$ cat src/rtl/hilo_muldiv.sv
// HI/LO multiply-divide unit. A 32-cycle iterative shift-add multiplier and restoring divider
// share one accumulator. Single-cycle mthi/mtlo writes are also handled here.
module hilo_muldiv (
    input  logic        clk,
    input  logic        rst,
    input  logic [31:0] instrE,
    input  logic [31:0] aluA,
    input  logic [31:0] aluB,
    input  logic        flushE,
    output logic [31:0] HI,
    output logic [31:0] LO,
    output logic        busy
);

    typedef enum logic [1:0] {StIdle, StRun, StDone} state_e;

    state_e      state_q;
    logic [4:0]  cnt_q;
    logic [31:0] acc_hi_q, acc_lo_q, opnd_q;
    logic [31:0] hi_q, lo_q;
    logic        is_div_q, neg_q, rem_neg_q, bzero_q;

    logic        is_special;
    logic [5:0]  funct;
    logic        dec_mult, dec_multu, dec_div, dec_divu, dec_mthi, dec_mtlo;
    logic        dec_start, start;
    logic        a_neg, b_neg;
    logic [31:0] a_mag, b_mag;
    logic        unused_instr;

    assign is_special   = (instrE[31:26] == 6'b000000);
    assign funct        = instrE[5:0];
    assign unused_instr = ^instrE[25:6];

    assign dec_mult  = is_special && (funct == 6'b011000);
    assign dec_multu = is_special && (funct == 6'b011001);
    assign dec_div   = is_special && (funct == 6'b011010);
    assign dec_divu  = is_special && (funct == 6'b011011);
    assign dec_mthi  = is_special && (funct == 6'b010001);
    assign dec_mtlo  = is_special && (funct == 6'b010011);
    assign dec_start = dec_mult | dec_multu | dec_div | dec_divu;
    assign start     = (state_q == StIdle) && dec_start && !flushE;

    assign a_neg = (dec_mult | dec_div) & aluA[31];
    assign b_neg = (dec_mult | dec_div) & aluB[31];
    assign a_mag = a_neg ? (32'd0 - aluA) : aluA;
    assign b_mag = b_neg ? (32'd0 - aluB) : aluB;

    // One iteration of the shared datapath, computed from the current accumulator.
    logic [32:0] add_sum, shifted, diff;
    logic [31:0] nxt_hi, nxt_lo;

    always_comb begin
        add_sum = {1'b0, acc_hi_q} + (acc_lo_q[0] ? {1'b0, opnd_q} : 33'd0);
        shifted = {acc_hi_q, acc_lo_q[31]};
        diff    = shifted - {1'b0, opnd_q};
        if (is_div_q) begin
            if (!diff[32]) begin
                nxt_hi = diff[31:0];
                nxt_lo = {acc_lo_q[30:0], 1'b1};
            end else begin
                nxt_hi = shifted[31:0];
                nxt_lo = {acc_lo_q[30:0], 1'b0};
            end
        end else begin
            nxt_hi = add_sum[32:1];
            nxt_lo = {add_sum[0], acc_lo_q[31:1]};
        end
    end

    // Sign correction of the final iteration's result.
    logic [63:0] prod_fix;
    logic [31:0] quo_fix, rem_fix;

    always_comb begin
        prod_fix = neg_q ? (64'd0 - {nxt_hi, nxt_lo}) : {nxt_hi, nxt_lo};
        quo_fix  = bzero_q ? 32'hFFFF_FFFF : (neg_q ? (32'd0 - nxt_lo) : nxt_lo);
        rem_fix  = rem_neg_q ? (32'd0 - nxt_hi) : nxt_hi;
    end

    always_ff @(posedge clk or posedge rst) begin
        if (rst) begin
            state_q   <= StIdle;
            cnt_q     <= 5'd0;
            acc_hi_q  <= 32'd0;
            acc_lo_q  <= 32'd0;
            opnd_q    <= 32'd0;
            hi_q      <= 32'd0;
            lo_q      <= 32'd0;
            is_div_q  <= 1'b0;
            neg_q     <= 1'b0;
            rem_neg_q <= 1'b0;
            bzero_q   <= 1'b0;
        end else begin
            unique case (state_q)
                StIdle: begin
                    if (start) begin
                        state_q   <= StRun;
                        cnt_q     <= 5'd31;
                        acc_hi_q  <= 32'd0;
                        is_div_q  <= dec_div | dec_divu;
                        neg_q     <= a_neg ^ b_neg;
                        rem_neg_q <= a_neg;
                        bzero_q   <= (aluB == 32'd0);
                        if (dec_div | dec_divu) begin
                            acc_lo_q <= a_mag;
                            opnd_q   <= b_mag;
                        end else begin
                            acc_lo_q <= b_mag;
                            opnd_q   <= a_mag;
                        end
                    end else if (!flushE) begin
                        if (dec_mthi) hi_q <= aluA;
                        if (dec_mtlo) lo_q <= aluA;
                    end
                end
                StRun: begin
                    acc_hi_q <= nxt_hi;
                    acc_lo_q <= nxt_lo;
                    cnt_q    <= cnt_q - 5'd1;
                    if (cnt_q == 5'd0) begin
                        state_q <= StDone;
                        if (is_div_q) begin
                            hi_q <= rem_fix;
                            lo_q <= quo_fix;
                        end else begin
                            hi_q <= prod_fix[63:32];
                            lo_q <= prod_fix[31:0];
                        end
                    end
                end
                StDone: state_q <= StIdle;
                default: state_q <= StIdle;
            endcase
        end
    end

    // busy rises in the start cycle itself so the hazard unit stalls immediately.
    assign busy = !rst && ((state_q == StRun) || start);
    assign HI   = hi_q;
    assign LO   = lo_q;

endmodule

$ cat config.mk
export PLATFORM = sky130hd
export DESIGN_NAME = hilo_muldiv
export DESIGN_NICKNAME = d
export VERILOG_FILES = /design/src/rtl/hilo_muldiv.sv
export SDC_FILE = /design/constraint.sdc
export NUM_CORES = 1
export LEC_CHECK = 0
export BUFFER_PORTS_ARGS = -buffer_cell sky130_fd_sc_hd__buf_2
export CAP_MARGIN = 20
export CORE_AREA = 4 4 264 163
export DETAILED_ROUTE_END_ITERATION = 16
export DIE_AREA = 0 0 268 167
export MAX_ROUTING_LAYER = met4
export PLACE_DENSITY_LB_ADDON = 0.1
export SLEW_MARGIN = 20
export SYNTH_ARGS = -nofsm -noshare
export SYNTH_HDL_FRONTEND = slang
export SYNTH_SLANG_ARGS = --single-unit
export TNS_END_PERCENT = 50
$ cat constraint.sdc
create_clock -name clk -period 5.85 [get_ports clk]
set_input_delay 0.8775 -clock clk [delete_from_list [all_inputs] [get_ports clk]]
set_output_delay 0.8775 -clock clk [all_outputs]
set_load 0.01 [all_outputs]
# [After elaboration in Yosys (flattened, before gate mapping)]
# Cells that the tools add are included.
# W data, S select, Z words.
[word_totals] reg_bits=171 out_inout_bits=65 wordCells=96
[op_classes] add_sub_neg=8 eq_ne=13 mux=34 bitwise=8 reduce_logical=22
[op_table] op="$mux W32" count=23
[op_table] op="$pmux W32 S2" count=4
[op_table] op="$sub A1 B32 Y32 const A" count=4
[op_table] op="$mux W64" count=1
[op_table] op="$sub A1 B64 Y64 const A" count=1
[op_table] op="$eq A6 B5 Y1 const B" count=6
[op_table] op="$add A32 B32 Y33" count=1
[op_table] op="$sub A33 B32 Y33" count=1
[op_table] op="$logic_not A32 Y1" count=1
[op_table] op="$ne A2 B2 Y1 const B" count=6
[op_table] op="$pmux W5 S2" count=1
[op_table] op="$reduce_and A5 Y1" count=2
[op_table] op="$logic_and A1 B1 Y1" count=9
[op_table] op="$logic_not A6 Y1" count=1
[op_table] op="$reduce_and A2 Y1" count=3
[op_table] op="$logic_not A5 Y1" count=1
[op_table] op="$mux W5" count=1
[op_table] op="$or A1 B1 Y1" count=5
[op_table] op="$sub A5 B1 Y5 const B" count=1
[op_table] op="$mux W2" count=2
[op_table] op="$pmux W2 S2" count=1
[op_table] op="$and A1 B1 Y1" count=2
[op_table] op="$eq A2 B1 Y1 const B" count=1
[op_table] op="$logic_not A1 Y1" count=2
[op_table] op="5 further kinds" count=5

# [Depth between registers and ports, before layout]
# Gate-level depths: netlist of run 1.
[depth] word_depth=9 mapped_depth=21

# [Worst setup path after synthesis of run 1]
# OpenSTA, ideal clock, no wires.
[synth_path] path_type="register to register" from="reg acc_lo_q[31]" to="reg hi_q[30], in the netlist HI[30]" setup_time_ps=137 t_arrival_ps=4119 required_ps=5713 path_slack_ps=1593 stages_incl_launch_ff=22 n_path_buf=0 synth_period_minus_slack_ps=4257 path_cell_list="dfrtp_1 -> inv_1 -> ha_1 -> inv_1 -> fa_1 -> a211oi_1 -> nor3_1 -> o2111ai_2 -> a31oi_4 -> mux2i_1 -> and2_1 -> ha_1 -> nand3_1 -> nor2_1 -> o21ai_0 -> or2_2 -> nand2_1 -> nand3_1 -> nor3_2 -> a41oi_1 -> xor2_1 -> o22ai_1"
[synth_between] elab_chain_len=8
[synth_rtl] element="from (decl)" line="19" text="logic [31:0] acc_hi_q, acc_lo_q, opnd_q;"
[synth_rtl] element="from (signal assigned)" line="106" text="acc_lo_q <= a_mag;"
[synth_rtl] element="from (signal assigned)" line="109" text="acc_lo_q <= b_mag;"
[synth_rtl] element="from (signal assigned)" line="119" text="acc_lo_q <= nxt_lo;"
[synth_rtl] element="$sub A33 B32 Y33" line="56" text="diff = shifted - {1'b0, opnd_q};"
[synth_rtl] element="$mux W1 / $mux W32 (equally long branches)" line="58" text="if (!diff[32]) begin"
[synth_rtl] element="$mux W32" line="57" text="if (is_div_q) begin"
[synth_rtl] element="$sub A1 B64 Y64 / $sub A1 B32 Y32 (equally long branches)" line="76, 78"
[synth_rtl] element="$mux W64 / $mux W32 (equally long branches)" line="76, 78"
[synth_rtl] element="$mux W32 (*)" line="123" text="if (is_div_q) begin"
[synth_rtl] element="$mux W32 (*)" line="121" text="if (cnt_q == 5'd0) begin"
[synth_rtl] element="$pmux W32 S2 (*)" line="95" text="unique case (state_q)"
[synth_rtl] element="to (signal assigned)" line="113" text="if (dec_mthi) hi_q <= aluA;"
[synth_rtl] element="to (signal assigned)" line="124" text="hi_q <= rem_fix;"
[synth_rtl] element="to (signal assigned)" line="127" text="hi_q <= prod_fix[63:32];"
[synth_rtl] element="to (decl)" line="20" text="logic [31:0] hi_q, lo_q;"
# Every way passes the cells marked *; elsewhere a longest branch is shown, timed or not. The select of a mux whose other input is x is not followed.
# A chain may end at the register's enable or synchronous reset.

# [Final worst setup path of run 1]
[layout_path] from="reg acc_lo_q[0]" to="reg hi_q[30], in the netlist HI[30]"
[layout_between] elab_chain_len=8
[layout_rtl] element="$mux W32" line="54" text="add_sum = {1'b0, acc_hi_q} + (acc_lo_q[0] ? {1'b0, opnd_q} : 33'd0);"
[layout_rtl] element="$add A32 B32 Y33" line="54"
[layout_rtl] element="$mux W32" line="57"
[layout_rtl] element="$sub A1 B64 Y64 / $sub A1 B32 Y32 (equally long branches)" line="76, 78"
[layout_rtl] element="$mux W64 / $mux W32 (equally long branches)" line="76, 78"
[layout_rtl] element="$mux W32 (*)" line="123"
[layout_rtl] element="$mux W32 (*)" line="121"
[layout_rtl] element="$pmux W32 S2 (*)" line="95"
# Marked as above.

==> results of run 1 <==
worst max-delay path by stage:
stage	startpoint	end	slack, ns
floorplan	rst	HI[0]	0.34
global route	acc_lo_q[0]	HI[30]	0.24
global placement	acc_lo_q[0]	HI[30]	0.85
finish	acc_lo_q[0]	HI[30]	0.57
CTS	acc_lo_q[0]	HI[30]	0.73
detailed placement	acc_lo_q[0]	HI[30]	0.77
layer usage:
metal | vias to the layer above | global-route usage
met3 | 56 | 0.0513
li1 | 7678 | -
met2 | 642 | 0.371
met1 | 7910 | 0.420
met4 | 0 | 0.0488
met5 | - | -
through the flow:
stage | utilization | hold slack [ns]
after global routing | 0.438 | 0.512
after global placement | 0.423 | 0.459
final | 0.438 | 0.479
after detailed placement | 0.423 | 0.465
after floorplan | - | 0.446
after CTS | 0.438 | 0.481
Yosys cell counts, types with 14 or more instances:
cell type                  count
sky130_fd_sc_hd__clkbuf_1     96
sky130_fd_sc_hd__inv_1        64
sky130_fd_sc_hd__a21o_1       29
sky130_fd_sc_hd__nand3_1      79
sky130_fd_sc_hd__o21ai_0     199
sky130_fd_sc_hd__nand2_1     255
sky130_fd_sc_hd__and2_1       47
sky130_fd_sc_hd__dfrtp_1     171
sky130_fd_sc_hd__nor2_1      162
sky130_fd_sc_hd__buf_2        14
sky130_fd_sc_hd__nand2b_1     17
sky130_fd_sc_hd__a21oi_1     163
sky130_fd_sc_hd__o31ai_1      20
sky130_fd_sc_hd__mux2i_1      49
sky130_fd_sc_hd__nor4_1       19
sky130_fd_sc_hd__nor3_1       49
sky130_fd_sc_hd__a31oi_1      28
sky130_fd_sc_hd__nand4_1      24
sky130_fd_sc_hd__and3_1       17
sky130_fd_sc_hd__o22ai_1      41
sky130_fd_sc_hd__xnor2_1      73
sky130_fd_sc_hd__ha_1         70
sky130_fd_sc_hd__a211oi_1     17
sky130_fd_sc_hd__xor2_1       87
sky130_fd_sc_hd__o211ai_1     24
sky130_fd_sc_hd__o221ai_1     29
critical path: stages (launching register included):
cell and delay (ns):
sky130_fd_sc_hd__dfrtp_1 0.83, sky130_fd_sc_hd__buf_4 0.34, sky130_fd_sc_hd__and2_1 0.17, sky130_fd_sc_hd__ha_1 0.30, sky130_fd_sc_hd__o21ai_0 0.27, sky130_fd_sc_hd__o21bai_1 0.13
sky130_fd_sc_hd__a2111oi_0 0.91, sky130_fd_sc_hd__buf_4 0.26, sky130_fd_sc_hd__a21boi_0 0.09, sky130_fd_sc_hd__buf_4 0.16, sky130_fd_sc_hd__nor3_1 0.18, sky130_fd_sc_hd__nor3_1 0.07
sky130_fd_sc_hd__a311oi_1 0.38, sky130_fd_sc_hd__buf_4 0.20, sky130_fd_sc_hd__and3_1 0.19, sky130_fd_sc_hd__and4_1 0.21, sky130_fd_sc_hd__a41oi_1 0.16, sky130_fd_sc_hd__xor2_1 0.18
sky130_fd_sc_hd__o22ai_1 0.09
report_power, final:
group / total (mW) / internal, mW / switching, mW
sequential: 1.75 / 1.42 / 0.331
clock: 1.20 / 0.621 / 0.578
combinational: 3.99 / 1.53 / 2.46
kinds of logic (layout without fill, tap and decap cells):
family,after synthesis,after routing,share of synthesized area
adder cells (fa/ha/maj),72,72,0.0586
AO/OA/AOI/OAI,669,669,0.271
multiplexers,53,53,0.0342
buffers and inverters,193,300,0.0496
flip-flops,171,171,0.274
XOR/XNOR,160,160,0.0896
AND/OR/NAND/NOR,729,729,0.223
registers in the layout, indices dropped and copies added, names as in the netlist:
| register | flops |
|---|---|
| HI | 32 |
| LO | 32 |
| acc_hi_q | 32 |
| acc_lo_q | 32 |
| bzero_q | 1 |
| cnt_q | 5 |
| is_div_q | 1 |
| neg_q | 1 |
| opnd_q | 32 |
| rem_neg_q | 1 |
| state_q | 2 |
layout make-up:
type,instances,area share
Tap cell,531,0.0377
Inverter,65,0.0143
Sequential cell,171,0.243
Timing Repair Buffer,203,0.0669
Clock buffer,19,0.0257
Multi-Input combinational cell,1683,0.605
Clock inverter,13,0.00746
cell usage in the layout, fill, tap and decap left out, types with 6 or more instances in the layout:
cell                        count
sky130_fd_sc_hd__nand2b_1      16
sky130_fd_sc_hd__nand2_1      254
sky130_fd_sc_hd__o221ai_1      29
sky130_fd_sc_hd__nor2_1       160
sky130_fd_sc_hd__o41ai_1        6
sky130_fd_sc_hd__buf_4         59
sky130_fd_sc_hd__inv_1         63
sky130_fd_sc_hd__and3_1        17
sky130_fd_sc_hd__a21oi_1      160
sky130_fd_sc_hd__clkbuf_16     17
sky130_fd_sc_hd__o21ai_0      198
sky130_fd_sc_hd__mux2i_1       49
sky130_fd_sc_hd__o21bai_1       6
sky130_fd_sc_hd__a31oi_1       28
sky130_fd_sc_hd__dfrtp_1      170
sky130_fd_sc_hd__buf_2        143
sky130_fd_sc_hd__a21o_1        29
sky130_fd_sc_hd__nand3_1       77
sky130_fd_sc_hd__o21ai_1       10
sky130_fd_sc_hd__and2_1        47
sky130_fd_sc_hd__o22ai_1       41
sky130_fd_sc_hd__clkinv_4       6
sky130_fd_sc_hd__nor4_1        19
sky130_fd_sc_hd__a41oi_1       11
sky130_fd_sc_hd__nor3b_1        9
sky130_fd_sc_hd__o21a_1         9
sky130_fd_sc_hd__xor2_1        87
sky130_fd_sc_hd__a211oi_1      17
sky130_fd_sc_hd__o2111ai_1      6
sky130_fd_sc_hd__a221o_1        6
sky130_fd_sc_hd__o211ai_1      24
sky130_fd_sc_hd__a21boi_0       6
sky130_fd_sc_hd__xnor2_1       73
sky130_fd_sc_hd__a31o_2        10
sky130_fd_sc_hd__nand3b_1       6
sky130_fd_sc_hd__ha_1          70
sky130_fd_sc_hd__nor3_1        49
sky130_fd_sc_hd__o31ai_1       20
sky130_fd_sc_hd__nand4_1       24
sky130_fd_sc_hd__or3_1         10
==> metrics.txt, run 1 <==
# TYPE chip_impl_metric gauge
chip_impl_metric{name="postLayoutSetupSlackWorst",unit="ns"} 0.570
chip_impl_metric{name="buffer_ports.inserted",unit=""} 143
chip_impl_metric{name="fill_cells",unit=""} 4119
chip_impl_metric{name="grt_start_max_net_pins",unit=""} 96
chip_impl_metric{name="clockBufferDepth",unit=""} 2
chip_impl_metric{name="numPlacedInstances",unit=""} 2653
chip_impl_info{name="dr.max_layer_used",value="met4"} 1
chip_impl_metric{name="finish.cell_count_without_fillers",unit=""} 2685
chip_impl_metric{name="path_max_fanout",unit=""} 19
chip_impl_metric{name="avgSynthCellArea",unit="µm²"} 7.64
chip_impl_metric{name="post_synth_inst_count",unit=""} 2047
chip_impl_metric{name="initial_core_util",unit=""} 0.389
chip_impl_metric{name="number_of_synthesized_flops_with_an_enable_pin",unit=""} 0
chip_impl_info{name="run_status",value="finished, final reports clean"} 1
chip_impl_info{name="timing.critical_path.from_type",value="flip-flop"} 1
chip_impl_info{name="cts_tree",value="done"} 1
chip_impl_metric{name="grt_overflow_total",unit=""} 0
chip_impl_metric{name="pre_cts_slack",unit="ns"} 0.771
chip_impl_metric{name="drt-met1-wl",unit="mm"} 30.4
chip_impl_metric{name="horizontal_die_dimension",unit="µm"} 268
chip_impl_metric{name="detailedPlacementHpwl",unit="mm"} 46.5
chip_impl_metric{name="cts_made_buffers",unit=""} 17
chip_impl_metric{name="final-seq-area",unit="µm²"} 4280
chip_impl_metric{name="grt_antenna_before_repair",unit=""} 1
chip_impl_metric{name="clock_transition_at_path_regs",unit="ns"} 0.07
chip_impl_metric{name="yosysWarningCount",unit=""} 0
chip_impl_metric{name="post_drt_via_cell_ratio",unit=""} 6.07
chip_impl_metric{name="pwr_density_cell",unit="nW/µm²"} 394
chip_impl_metric{name="whs_path_depth",unit=""} 1
chip_impl_metric{name="post-synth-top-area-fraction",unit=""} 0.274
chip_impl_metric{name="synth.cell_area",unit="µm²"} 15600
chip_impl_metric{name="r2r_cells",unit=""} 18
chip_impl_metric{name="required",unit="ns"} 6.18
chip_impl_metric{name="met2_wirelength",unit="mm"} 24.4
chip_impl_metric{name="placementRows",unit=""} 57
chip_impl_info{name="synth_top_cells_by_area",value="sky130_fd_sc_hd__dfrtp_1 (27%), sky130_fd_sc_hd__o21ai_0 (6.4%), sky130_fd_sc_hd__nand2_1 (6.1%)"} 1
chip_impl_metric{name="clk-insertion-delay-late",unit="ns"} 0.46
chip_impl_metric{name="arrival",unit="ns"} 5.61
chip_impl_metric{name="grt_pass1_wl",unit="mm"} 92.7
chip_impl_metric{name="cts.repair.resized",unit=""} 0
chip_impl_metric{name="placement.cell_area",unit="µm²"} 17000
chip_impl_metric{name="via_count",unit=""} 16300
chip_impl_info{name="holdPathEnd",value="LO[21]"} 1
chip_impl_metric{name="post_synth_num_cell_types",unit=""} 89
chip_impl_metric{name="cellLeakagePower",unit="nW"} 7.44
chip_impl_info{name="hp-start",value="LO[21]"} 1
chip_impl_metric{name="tritoncts_num_sinks",unit=""} 171
chip_impl_info{name="crit_type",value="reg -> reg"} 1
chip_impl_info{name="synthDominantAreaCellType",value="sky130_fd_sc_hd__dfrtp_1"} 1
chip_impl_metric{name="setup-tns-final",unit="ns"} 0
chip_impl_info{name="worst_r2r_endpoint",value="HI[30]"} 1
chip_impl_metric{name="ir_drop",unit="mV"} 0.199
chip_impl_metric{name="multiInputGateArea",unit="µm²"} 10700
chip_impl_metric{name="synthToLayoutAreaGrowth",unit="%"} 12.6
chip_impl_info{name="hp-class",value="reg -> reg"} 1
chip_impl_metric{name="drc_errors",unit=""} 0
chip_impl_metric{name="overall_power",unit="mW"} 6.94
chip_impl_metric{name="wl_met3",unit="mm"} 4.67
chip_impl_info{name="worst_reg2reg_startpoint",value="acc_lo_q[0]"} 1
chip_impl_metric{name="ys_seq_elements",unit=""} 171
chip_impl_info{name="root_cell_of_the_clock_tree",value="sky130_fd_sc_hd__clkbuf_16"} 1
chip_impl_metric{name="drive_above_1_share",unit=""} 0.138
chip_impl_metric{name="fp.dieArea",unit="µm²"} 44800
chip_impl_metric{name="period_minus_ws_final",unit="ns"} 5.28
chip_impl_metric{name="drt_iter0_drc",unit=""} 1670
chip_impl_metric{name="max_freq",unit="MHz"} 189
chip_impl_metric{name="ios",unit=""} 164
chip_impl_metric{name="synth_async_sr_flop_share",unit=""} 1.00
chip_impl_info{name="crit_path_end_kind",value="flip-flop"} 1
chip_impl_metric{name="cts_hold_repair.buffers",unit=""} 0
chip_impl_info{name="rsz0062_at_grt",value="no"} 1
chip_impl_metric{name="final_min_period_over_clock_period",unit=""} 0.903
chip_impl_metric{name="reg2reg_slack",unit="ns"} 0.57
chip_impl_metric{name="final_max_slew_viol_count",unit=""} 0
chip_impl_metric{name="placeableCoreArea",unit="µm²"} 40200
chip_impl_metric{name="n_antenna_cell",unit=""} 0
chip_impl_metric{name="max_cap_violations",unit=""} 0
chip_impl_metric{name="layout.cell_area.non_filler",unit="µm²"} 17600
chip_impl_metric{name="mappedNetlistNets",unit=""} 2218
chip_impl_metric{name="first_global_vias",unit=""} 14900
chip_impl_metric{name="wl_per_cell",unit="µm"} 22.5
chip_impl_metric{name="worst_slew_margin_rel",unit=""} 0.295
chip_impl_metric{name="cts_setup_buffers",unit=""} 0
chip_impl_metric{name="num-nets-final",unit=""} 2312
chip_impl_metric{name="dieHeight",unit="µm"} 167
chip_impl_metric{name="synth.yosys.seq_area_share",unit=""} 0.274
chip_impl_metric{name="grt_usage",unit=""} 0.273
chip_impl_metric{name="hold_viol_final",unit=""} 0
chip_impl_metric{name="maximum_clock_skew_at_final_layout",unit="ns"} 0.0184
chip_impl_metric{name="worst_pin_slew",unit="ns"} 1.03
chip_impl_metric{name="cts-htree-levels",unit=""} 4
chip_impl_metric{name="timing.final.setup_violations",unit=""} 0
chip_impl_metric{name="antenna_left",unit=""} 0
chip_impl_metric{name="place.gp.congestion",unit=""} 1.02
chip_impl_info{name="ys_flop_type",value="sky130_fd_sc_hd__dfrtp_1"} 1
chip_impl_metric{name="drt-pass1-iter-count",unit=""} 6
chip_impl_metric{name="finalWirelength",unit="mm"} 60.4
Power figures use the tool's default switching activity.
==> run 2: changes to the inputs <==
--- a/config.mk
+++ b/config.mk
@@ -7,9 +7,9 @@
 export LEC_CHECK = 0
 export BUFFER_PORTS_ARGS = -buffer_cell sky130_fd_sc_hd__buf_2
 export CAP_MARGIN = 20
-export CORE_AREA = 4 4 264 163
+export CORE_AREA = 4 4 206 208
 export DETAILED_ROUTE_END_ITERATION = 16
-export DIE_AREA = 0 0 268 167
+export DIE_AREA = 0 0 210 212
 export MAX_ROUTING_LAYER = met4
 export PLACE_DENSITY_LB_ADDON = 0.1
 export SLEW_MARGIN = 20
==> run 2 against run 1 <==
  * Power up 3.1%
  * Critical path type unchanged
  * Non-clock buffer count down 11
  * Global-route usage up 2.0 points
  * Count of clock-buffer cells in the layout down 2
  * Sequential share of layout area up 0.13 points
  * Fmax down 2.1%
  * Largest cell class unchanged
  * Critical path depth up 5
  * Clock power about the same
  * First-iteration DRC count down 2.3%
  * Register-to-register slack worse by 0.11 ns
  * Critical endpoint is now HI[24]
==> metrics.txt, run 2 (synthesis results as in run 1) <==
# TYPE chip_impl_metric gauge
chip_impl_metric{name="worst_pin_slew",unit="ns"} 1.05
chip_impl_info{name="hp-class",value="reg -> reg"} 1
chip_impl_metric{name="hold_viol_final",unit=""} 0
chip_impl_info{name="rsz0062_at_grt",value="no"} 1
chip_impl_metric{name="required",unit="ns"} 6.18
chip_impl_metric{name="grt_pass1_wl",unit="mm"} 96.8
chip_impl_metric{name="max_freq",unit="MHz"} 185
chip_impl_metric{name="drive_above_1_share",unit=""} 0.133
chip_impl_metric{name="path_max_fanout",unit=""} 8
chip_impl_metric{name="fill_cells",unit=""} 4238
chip_impl_metric{name="final_max_slew_viol_count",unit=""} 0
chip_impl_metric{name="drt-pass1-iter-count",unit=""} 5
chip_impl_metric{name="place.gp.congestion",unit=""} 0.944
chip_impl_metric{name="finish.cell_count_without_fillers",unit=""} 2676
chip_impl_metric{name="cts_setup_buffers",unit=""} 0
chip_impl_metric{name="period_minus_ws_final",unit="ns"} 5.39
chip_impl_metric{name="finalWirelength",unit="mm"} 65.1
chip_impl_metric{name="ios",unit=""} 164
chip_impl_info{name="crit_type",value="reg -> reg"} 1
chip_impl_metric{name="detailedPlacementHpwl",unit="mm"} 50.9
chip_impl_metric{name="internal_power",unit="mW"} 3.57
chip_impl_metric{name="final_min_period_over_clock_period",unit=""} 0.922
chip_impl_metric{name="grt_start_max_net_pins",unit=""} 88
chip_impl_metric{name="clockBufferDepth",unit=""} 2
chip_impl_info{name="mostFrequentLayoutCells",value="sky130_fd_sc_hd__nand2_1 (255), sky130_fd_sc_hd__o21ai_0 (198), sky130_fd_sc_hd__dfrtp_1 (170), sky130_fd_sc_hd__a21oi_1 (161), sky130_fd_sc_hd__nor2_1 (160)"} 1
chip_impl_info{name="crit_path_end_kind",value="flip-flop"} 1
chip_impl_metric{name="max_cap_violations",unit=""} 0
chip_impl_metric{name="pwr_density_cell",unit="nW/µm²"} 409
chip_impl_info{name="run_status",value="finished, final reports clean"} 1
chip_impl_metric{name="grt_antenna_before_repair",unit=""} 2
chip_impl_metric{name="switching_share",unit=""} 0.502
chip_impl_metric{name="cts-htree-levels",unit=""} 4
chip_impl_metric{name="clock_transition_at_path_regs",unit="ns"} 0.08
chip_impl_metric{name="cts_made_buffers",unit=""} 17
chip_impl_metric{name="placementRows",unit=""} 74
chip_impl_metric{name="ir_drop",unit="mV"} 0.227
chip_impl_info{name="worst_path_max_delay_cell",value="sky130_fd_sc_hd__dfrtp_1"} 1
chip_impl_metric{name="placeableCoreArea",unit="µm²"} 40600
chip_impl_metric{name="grt_overflow_total",unit=""} 0
chip_impl_info{name="cts_tree",value="done"} 1
chip_impl_metric{name="first_global_vias",unit=""} 15500
chip_impl_metric{name="wl_per_cell",unit="µm"} 24.3
chip_impl_metric{name="power.net_switching",unit="mW"} 3.59
chip_impl_metric{name="postLayoutCoreUtil",unit=""} 0.432
chip_impl_metric{name="pwr-share-clk",unit=""} 0.167
chip_impl_metric{name="buffer_ports.inserted",unit=""} 143
chip_impl_metric{name="timing.final.setup_violations",unit=""} 0
chip_impl_metric{name="share_comb_of_total_power",unit=""} 0.590
chip_impl_metric{name="dieHeight",unit="µm"} 212
chip_impl_metric{name="worst_path_largest_cell_delay",unit="ns"} 0.42
chip_impl_metric{name="tritoncts_num_sinks",unit=""} 171
chip_impl_metric{name="maximum_clock_skew_at_final_layout",unit="ns"} 0.0143
chip_impl_metric{name="clk-insertion-delay-late",unit="ns"} 0.47
chip_impl_metric{name="horizontal_die_dimension",unit="µm"} 210
chip_impl_metric{name="initial_core_util",unit=""} 0.386
chip_impl_info{name="commonest_non_fill_non_tap_cell_in_the_layout",value="sky130_fd_sc_hd__nand2_1"} 1
chip_impl_metric{name="drt_iter0_drc",unit=""} 1631
chip_impl_metric{name="worst_slew_margin_rel",unit=""} 0.302
chip_impl_metric{name="post_drt_via_cell_ratio",unit=""} 6.04
chip_impl_metric{name="cts.repair.resized",unit=""} 0
chip_impl_metric{name="grt_usage",unit=""} 0.293
chip_impl_info{name="root_cell_of_the_clock_tree",value="sky130_fd_sc_hd__clkbuf_16"} 1
chip_impl_metric{name="hold-worst-slack",unit="ns"} 0.479
chip_impl_metric{name="synthToLayoutAreaGrowth",unit="%"} 12.0
chip_impl_metric{name="fp.dieArea",unit="µm²"} 44500
chip_impl_metric{name="antenna_left",unit=""} 0
chip_impl_metric{name="r2r_cells",unit=""} 23
chip_impl_metric{name="cellLeakagePower",unit="nW"} 7.38
chip_impl_metric{name="numPlacedInstances",unit=""} 2643
chip_impl_metric{name="via_count",unit=""} 16200
chip_impl_metric{name="whs_path_depth",unit=""} 2
chip_impl_metric{name="arrival",unit="ns"} 5.72
chip_impl_metric{name="drc_errors",unit=""} 0
chip_impl_info{name="timing.critical_path.from_type",value="flip-flop"} 1
chip_impl_metric{name="setup-tns-final",unit="ns"} 0
chip_impl_info{name="crit_path_cell_trace",value="inv_1, ha_1, inv_1, fa_1, a211oi_1, nor3_1, o2111ai_2, a31oi_4, mux2i_1, buf_4, and2_1, ha_1, nand3_1, nor2_1, o21ai_0, or2_2, nand2_1, nand3_1, nor3_2, buf_4, a41oi_1, xnor2_1, o22ai_1"} 1
chip_impl_metric{name="cts_hold_repair.buffers",unit=""} 0
chip_impl_metric{name="power.sequential.fraction",unit=""} 0.243
chip_impl_metric{name="num-nets-final",unit=""} 2301
## run 2: layout make-up
cell class                      instances  area (µm²)  area share
Inverter                               65         249      0.0142
Antenna cell                            1        2.50    0.000143
Tap cell                              532         666      0.0380
Timing Repair Buffer                  192        1100      0.0626
Clock buffer                           17         425      0.0243
Sequential cell                       171        4280       0.244
Multi-Input combinational cell       1683       10600       0.607
Clock inverter                         15         158     0.00900
## run 2: worst max-delay path, delay by kind of cell (launching register included)
family	cells	cell delay [ns]
DFF	1	0.42
and+or+nand+nor	8	1.62
adders and majority gates	3	0.83
AOI/OAI and AO/OA	6	1.35
muxes	1	0.27
buffers and inverters	4	0.52
xor gates and xnor gates	1	0.23
## run 2: power groups by stage
| stage | sequential (mW) | combinational [mW] | clock [mW] |
|---|---|---|---|
| 2_1_floorplan | 1.66 | 2.80 | 0 |
| 3_3_place_gp | 1.76 | 4.14 | 0 |
| 3_5_place_dp | 1.76 | 4.17 | 0 |
| 4_1_cts | 1.74 | 4.19 | 1.21 |
| 5_1_grt | 1.77 | 4.57 | 1.26 |
| 6_report | 1.74 | 4.22 | 1.20 |
## run 2: final timing paths
kind,startpoint,to,slack (ns)
min,LO[0],LO[0],0.48
max,acc_lo_q[31],HI[24],0.46
max in group asynchronous,rst,is_div_q,4.01
max reg2reg,acc_lo_q[31],HI[24],0.46
min in group asynchronous,rst,acc_lo_q[3],0.57
min reg2reg,LO[0],LO[0],0.48
## run 2: stage by stage
stage	worst slack [ns]	cell area [µm²]	power [mW]
finish	0.457	17500	7.16
global placement	0.594	16900	5.90
CTS	0.509	17500	7.15
global route	0.173	17500	7.61
floorplan	0.341	15600	4.46
detailed placement	0.555	16900	5.93
## run 2: metal layers
metal / track usage / wire [µm] / part of all wire
met1: 0.376 / 27900 / 0.43
met2: 0.465 / 30500 / 0.47
met3: 0.0425 / 3720 / 0.057
met4: 0.125 / 3040 / 0.047
met5: - / 0 / 0
